`src/rtl/pwm_pkg.sv`:
```
// Shared constants, count type and ramp-step helper for the PWM ramp block.
package pwm_pkg;

  localparam int unsigned CNT_W        = 12;
  localparam int unsigned PERIOD       = 4096;
  localparam int unsigned STEP_DEF     = 16;
  localparam int unsigned RAMP_DIV_DEF = 1;
  localparam int unsigned PRESC_DEF    = 1;

  typedef logic [CNT_W-1:0] count_t;

  // One ramp move of cur toward tgt, limited to step counts.
  // The difference is held one bit wider and signed, so neither direction
  // can leave 0..PERIOD-1.
  function automatic count_t ramp_next(input count_t cur, input count_t tgt,
                                       input int unsigned step);
    logic signed [CNT_W:0] diff;
    logic signed [CNT_W:0] lim;
    count_t                stp;
    count_t                res;
    res  = tgt;
    stp  = count_t'(step);
    diff = $signed({1'b0, tgt}) - $signed({1'b0, cur});
    lim  = $signed({1'b0, stp});
    if (step < PERIOD) begin
      if (diff > lim) begin
        res = cur + stp;
      end else if (diff < -lim) begin
        res = cur - stp;
      end
    end
    return res;
  endfunction

endpackage

```
`src/rtl/pwm_counter.sv`:
```
// Prescaler and free-running period counter with boundary and period-start strobes.
module pwm_counter
  import pwm_pkg::*;
#(
  parameter int unsigned PRESC = PRESC_DEF
) (
  input  logic   clk,
  input  logic   reset,
  output count_t o_cnt,
  output logic   o_boundary,
  output logic   o_period_start
);

  localparam int unsigned     PW         = (PRESC > 1) ? $clog2(PRESC) : 1;
  localparam logic [PW-1:0]   PRESC_LAST = PW'(PRESC - 1);
  localparam count_t          CNT_LAST   = count_t'(PERIOD - 1);

  logic [PW-1:0] r_presc;
  count_t        r_cnt;
  logic          r_period_start;
  logic          w_tick;
  logic          w_boundary;

  // Prescaler starts at zero, so the first tick lands PRESC clocks after reset.
  assign w_tick     = (r_presc == PRESC_LAST);
  assign w_boundary = w_tick && (r_cnt == CNT_LAST);

  always_ff @(posedge clk or posedge reset) begin
    if (reset) begin
      r_presc        <= '0;
      r_cnt          <= '0;
      r_period_start <= 1'b0;
    end else begin
      if (w_tick) begin
        r_presc <= '0;
        r_cnt   <= r_cnt + 1'b1;
      end else begin
        r_presc <= r_presc + 1'b1;
      end
      r_period_start <= w_boundary;
    end
  end

  assign o_cnt          = r_cnt;
  assign o_boundary     = w_boundary;
  assign o_period_start = r_period_start;

endmodule

```
`src/rtl/pwm_ramp.sv`:
```
// PWM generator whose applied duty ramps toward the target once per RAMP_DIV periods.
module pwm_ramp
  import pwm_pkg::*;
#(
  parameter int unsigned PRESC    = PRESC_DEF,
  parameter int unsigned STEP     = STEP_DEF,
  parameter int unsigned RAMP_DIV = RAMP_DIV_DEF
) (
  input  logic             clk,
  input  logic             reset,
  input  logic [CNT_W-1:0] duty,
  input  logic             fault,
  output logic             pulse,
  output logic [CNT_W-1:0] duty_cur,
  output logic             at_target,
  output logic             period_start
);

  localparam int unsigned   DW       = (RAMP_DIV > 1) ? $clog2(RAMP_DIV) : 1;
  localparam logic [DW-1:0] DIV_LAST = DW'(RAMP_DIV - 1);

  count_t        w_cnt;
  logic          w_boundary;
  logic          w_ramp_due;
  count_t        w_duty_next;

  count_t        r_duty_cur;
  count_t        r_cmp;
  logic [DW-1:0] r_div;
  logic          r_pulse;

  pwm_counter #(
    .PRESC(PRESC)
  ) u_counter (
    .clk           (clk),
    .reset         (reset),
    .o_cnt         (w_cnt),
    .o_boundary    (w_boundary),
    .o_period_start(period_start)
  );

  assign w_ramp_due  = (r_div == DIV_LAST);
  assign w_duty_next = ramp_next(r_duty_cur, duty, STEP);

  // Fault outranks the boundary, so a fault on the wrap tick loads cmp with 0.
  always_ff @(posedge clk or posedge reset) begin
    if (reset) begin
      r_duty_cur <= '0;
      r_cmp      <= '0;
      r_div      <= '0;
      r_pulse    <= 1'b0;
    end else if (fault) begin
      r_duty_cur <= '0;
      r_cmp      <= '0;
      r_div      <= '0;
      r_pulse    <= 1'b0;
    end else begin
      r_pulse <= (w_cnt < r_cmp);
      if (w_boundary) begin
        if (w_ramp_due) begin
          r_div      <= '0;
          r_duty_cur <= w_duty_next;
          r_cmp      <= w_duty_next;
        end else begin
          r_div <= r_div + 1'b1;
          r_cmp <= r_duty_cur;
        end
      end
    end
  end

  assign pulse     = r_pulse;
  assign duty_cur  = r_duty_cur;
  assign at_target = (r_duty_cur == duty) && !fault;

endmodule
```
`config.mk`:
```
export PLATFORM = sky130hd
export DESIGN_NAME = pwm_ramp
export DESIGN_NICKNAME = d
export VERILOG_FILES = /design/src/rtl/pwm_pkg.sv /design/src/rtl/pwm_counter.sv /design/src/rtl/pwm_ramp.sv
export SDC_FILE = /design/constraint.sdc
export NUM_CORES = 1
export LEC_CHECK = 0
export ABC_AREA = 0
export CAP_MARGIN = 40
export CORE_MARGIN = 2
export CORE_UTILIZATION = 53
export DETAILED_ROUTE_END_ITERATION = 7
export DONT_BUFFER_PORTS = 1
export GPL_ROUTABILITY_DRIVEN = 1
export PLACE_DENSITY = 0.68
export SLEW_MARGIN = 10
export SYNTH_ARGS = -nofsm -noshare
export SYNTH_HDL_FRONTEND = slang
export SYNTH_SLANG_ARGS = --single-unit
```
`constraint.sdc`:
```
create_clock -name clk -period 3.9 [get_ports clk]
set_input_delay 0.195 -clock clk [delete_from_list [all_inputs] [get_ports clk]]
set_output_delay 0.195 -clock clk [all_outputs]
set_load 0.1 [all_outputs]
```
After elaboration in Yosys (flattened, before gate mapping)
Index checks and enable logic that the tools add are counted.
Operators by class
  add/sub/neg operators: 6
  $lt $le $gt $ge: 3
  equality and inequality tests: 3
  mux-type cells: 10
  bitwise gates (word level): 1
  reduce and logical (&&, ||, !) cells: 5
Operators by type and width (number)
  $mux 12: 5
  $gt 13x6->1 const B: 1
  $lt 13x5->1 const B: 1
  $sub 12x12->13: 1
  $add 12x1->12 const B: 1
  $add 12x5->12 const B: 1
  $eq 12x12->1: 1
  $eq 12x12->1 const B: 1
  $lt 12x12->1: 1
  $sub 12x5->12 const B: 1
  $mux 1: 5
  $ne 3x3->1 const B: 1
  $add 1x1->1 const B: 2
  $logic_and 1x1->1: 2
  $reduce_and 2->1: 1
  $reduce_bool 2->1: 1
  $logic_not 1->1: 1
  $not 1->1: 1
Word-level totals
  register bits: 28
  input port bits: 15
  output and inout bits: 15
  logic and storage cells: 34

Logic depth before layout (Yosys ltp)
  depth after elaboration: 7
  mapped depth: 13
  depth with buffers taken out: 13

Modules after synthesis
A second synthesis with hierarchy kept.
Unflattened totals
  cell total of the unflattened synthesis: 284
  area total of the unflattened synthesis: 2578.7 µm²
By module, submodules not included
  pwm_ramp: instances 1, cells an instance 238, area each 2003.2 µm², sequential area each 325.3 µm²
  pwm_counter: instances 1, cells an instance 46, area each 575.6 µm², sequential area each 325.3 µm²

Worst setup path after synthesis
OpenSTA, ideal clock, no wires.
  path type: register -> output
  start: register, netlist name r_cmp[7]
  end: output at_target
  arrival: 4.892 ns
  data required time: 3.705 ns
  setup slack: -1.187 ns
  cell stages (with the launch flop): 7
  path buffers: 2
  cells stage by stage: dfrtp_1 > clkbuf_1 > inv_1 > ha_1 > buf_2 > nand3_1 > nor4_1
RTL lines
  end: declaration: RTL line pwm_ramp.sv:15  | output logic at_target,

==> impl_metrics.ini <==
[clock_network]
root_buffer = clkbuf_8
cts_tree = yes
clk_pin_slew_ns = 0.10
clock_path_buffers = 2
clock_sinks = 26
cts_setup_buffers = 0
cts_buffers = 3
insertion_delay_ns = 0.28
cts.htree.levels = 1
cts-resized-gates = 0

[drt]
wl_per_cell_um = 18.0
postRouteAntennaNets = 0
dr.pass1.iters = 5
via_count = 2284
routed_wl_mm = 6.43
drtIter0Drc = 190
routed_via_density = 6.38
drc_errors = 0

[layout]
syn_to_final_growth_pct = 10.7
utilization = 0.604
nets = 347
num_antenna_cells = 0
drive_gt1_frac = 0.115

[critical_path]
crit_path_start = r_cmp[6]
required_ns = 4.09
endpoint_kind = flip-flop
worst-path-max-fanout = 10
timing.rr.start = r_cmp[6]
crit_type = flip-flop to flip-flop
crit_path_start_kind = flip-flop
arrival_ns = 3.56

[place]
gp_congestion = 0.885
place_ws_ns = 0.572
dpl.hpwl_mm = 4.99
io_buffers = 0

[hold_path]
hold_path.class = primary input to flip-flop
min-delay-start = fault

[die]
die_area_sq_um = 5370
die_w_um = 73.3
core_region_area_sq_um = 4660
dieHeight_um = 73.3
row_count = 25
start_util = 0.546
ios = 30

[yosys]
syn-cell-area_sq_um = 2540
synth_edf_count = 0
ys_types = 67
ys_ff_latch = 26
syn-num-nets = 332
synth_flop_cell = dfrtp_1
synthCells = 290
ys_seq_area_frac = 0.256
avgSynthCellArea_sq_um = 8.78
async_flop_share = 1.00
ys.warnings.count = 0

[global_route]
grt_pass1_wl_mm = 10.7
grt_max_degree = 17
grt_usage = 0.256
antenna_found_initial = 0
grt_pass1_vias = 2245
overflow = 0

[power_and_ir_drop]
p_total_mw = 0.630
peakVddDrop_mv = 0.234
p_leak_nw = 1.22
power_density_nw_per_um2 = 224

[timing]
worst_pin_slew_ns = 0.868
setup_viol = 0
final.setup.worst_slack_ns = 0.531
skew_ns = 0.00334
relSlewSlack = 0.422
timing.final.crit_share = 0.864
rsz0062_at_grt = false
final.min_clock_period_ns = 3.37
hold_viol_final = 0
setup_tns_ns = 0
final_max_slew_viol_count = 0
max_freq_mhz = 297

[outcome]
status = completed

[flow_run]
drv_cap = 0
[cell usage in the layout, fill, tap and decap left out, drive strengths merged, types with 4 or more instances in the layout]
master,synthesis,layout
nor2,18,18
dfrtp,26,26
inv,18,18
nand3,17,17
xor2,5,5
a31oi,5,5
nor3,9,9
nand2b,8,8
a211oi,5,5
xnor2,11,11
a211o,4,4
a21oi,16,16
nand4,7,7
nor2b,4,4
a21o,11,11
ha,26,26
o21ai,16,16
mux2i,5,5
and3,5,5
buf,4,16
nand2,14,14
[final cells by class]
cell class / count / area (sq um)
Fill cell: 405 / 1840
Multi-Input combinational cell: 237 / 1770
Sequential cell: 26 / 651
Clock inverter: 1 / 30.0
Timing Repair Buffer: 18 / 160
Inverter: 19 / 97.6
Clock buffer: 3 / 41.3
Tap cell: 54 / 67.6
[where the power goes]
part	switching (mW)	leakage, nW	internal, mW	total [mW]
registers	0.000000000000000764	0.349	0.269	0.269
clock network	0.101	0.0357	0.138	0.238
logic	0.0701	0.836	0.0517	0.122
[sequential cells by signal (all words and copies together), names as in the netlist]
name	cells
pulse	1
r_cmp	12
u_counter.o_cnt	12
u_counter.o_period_start	1
[timing repair]
item                                   in CTS  in global routing
hold buffers                                2                  0
endpoints found under the hold margin      15                  0
setup endpoints to repair                   0                  0
[cells in the mapped netlist (7+ instances only)]
library cell / number / share of area
dfrtp_1: 26 / 0.26
ha_1: 26 / 0.13
inv_1: 18 / 0.027
nand3_1: 17 / 0.033
nor2_1: 17 / 0.025
a21oi_1: 15 / 0.029
o21ai_0: 15 / 0.029
nand2_1: 14 / 0.021
xnor2_1: 11 / 0.038
a21o_1: 9 / 0.027
nand2b_1: 8 / 0.020
nor3_1: 8 / 0.016
nand4_1: 7 / 0.017
[layer usage]
layer,up-vias,wire [um],track usage
met2,81,2980,0.412
met1,1065,2900,0.341
met5,-,0,0
met3,12,432,0.0466
li1,1126,-,-
met4,0,115,0.101
[stage by stage]
step	hold slack (ns)	std cells	area (sq um)
2_1_floorplan	0.235	290	2560
3_3_place_gp	0.265	351	2700
3_5_place_dp	0.154	352	2730
4_1_cts	0.0560	358	2820
5_1_grt	0.0565	358	2820
6_report	0.0527	358	2820
[cell families after synthesis]
logic type	Yosys count	share of synthesized area
adder cells (fa/ha/maj)	27	0.136
AO/OA/AOI/OAI	83	0.240
multiplexers	6	0.0241
buffers and inverters	27	0.0551
XOR/XNOR	16	0.0551
AND/OR/NAND/NOR	105	0.235
flip-flops	26	0.256
[final timing paths]
check / to / slack [ns] / cells past startpoint
min in group asynchronous: u_counter.o_cnt[10] / 0.38 / 2
min reg2reg: u_counter.o_cnt[0] / 0.48 / 1
max reg2reg: r_cmp[10] / 0.53 / 11
min: pulse / 0.05 / 2
max: r_cmp[10] / 0.53 / 11
max in group asynchronous: r_cmp[3] / 3.06 / 3
[worst max-delay path, stage by stage (launching register included)]
cell      delay [ns]
dfrtp_1         0.36
inv_1           0.11
ha_1            0.46
nand4_1         0.22
a21oi_1         0.38
nor4bb_1        0.11
or4b_1          0.56
nand2_1         0.19
nor3_2          0.06
a21oi_2         0.38
o221ai_1        0.18
a211oi_1        0.26
(Power assumes the default switching activity.)
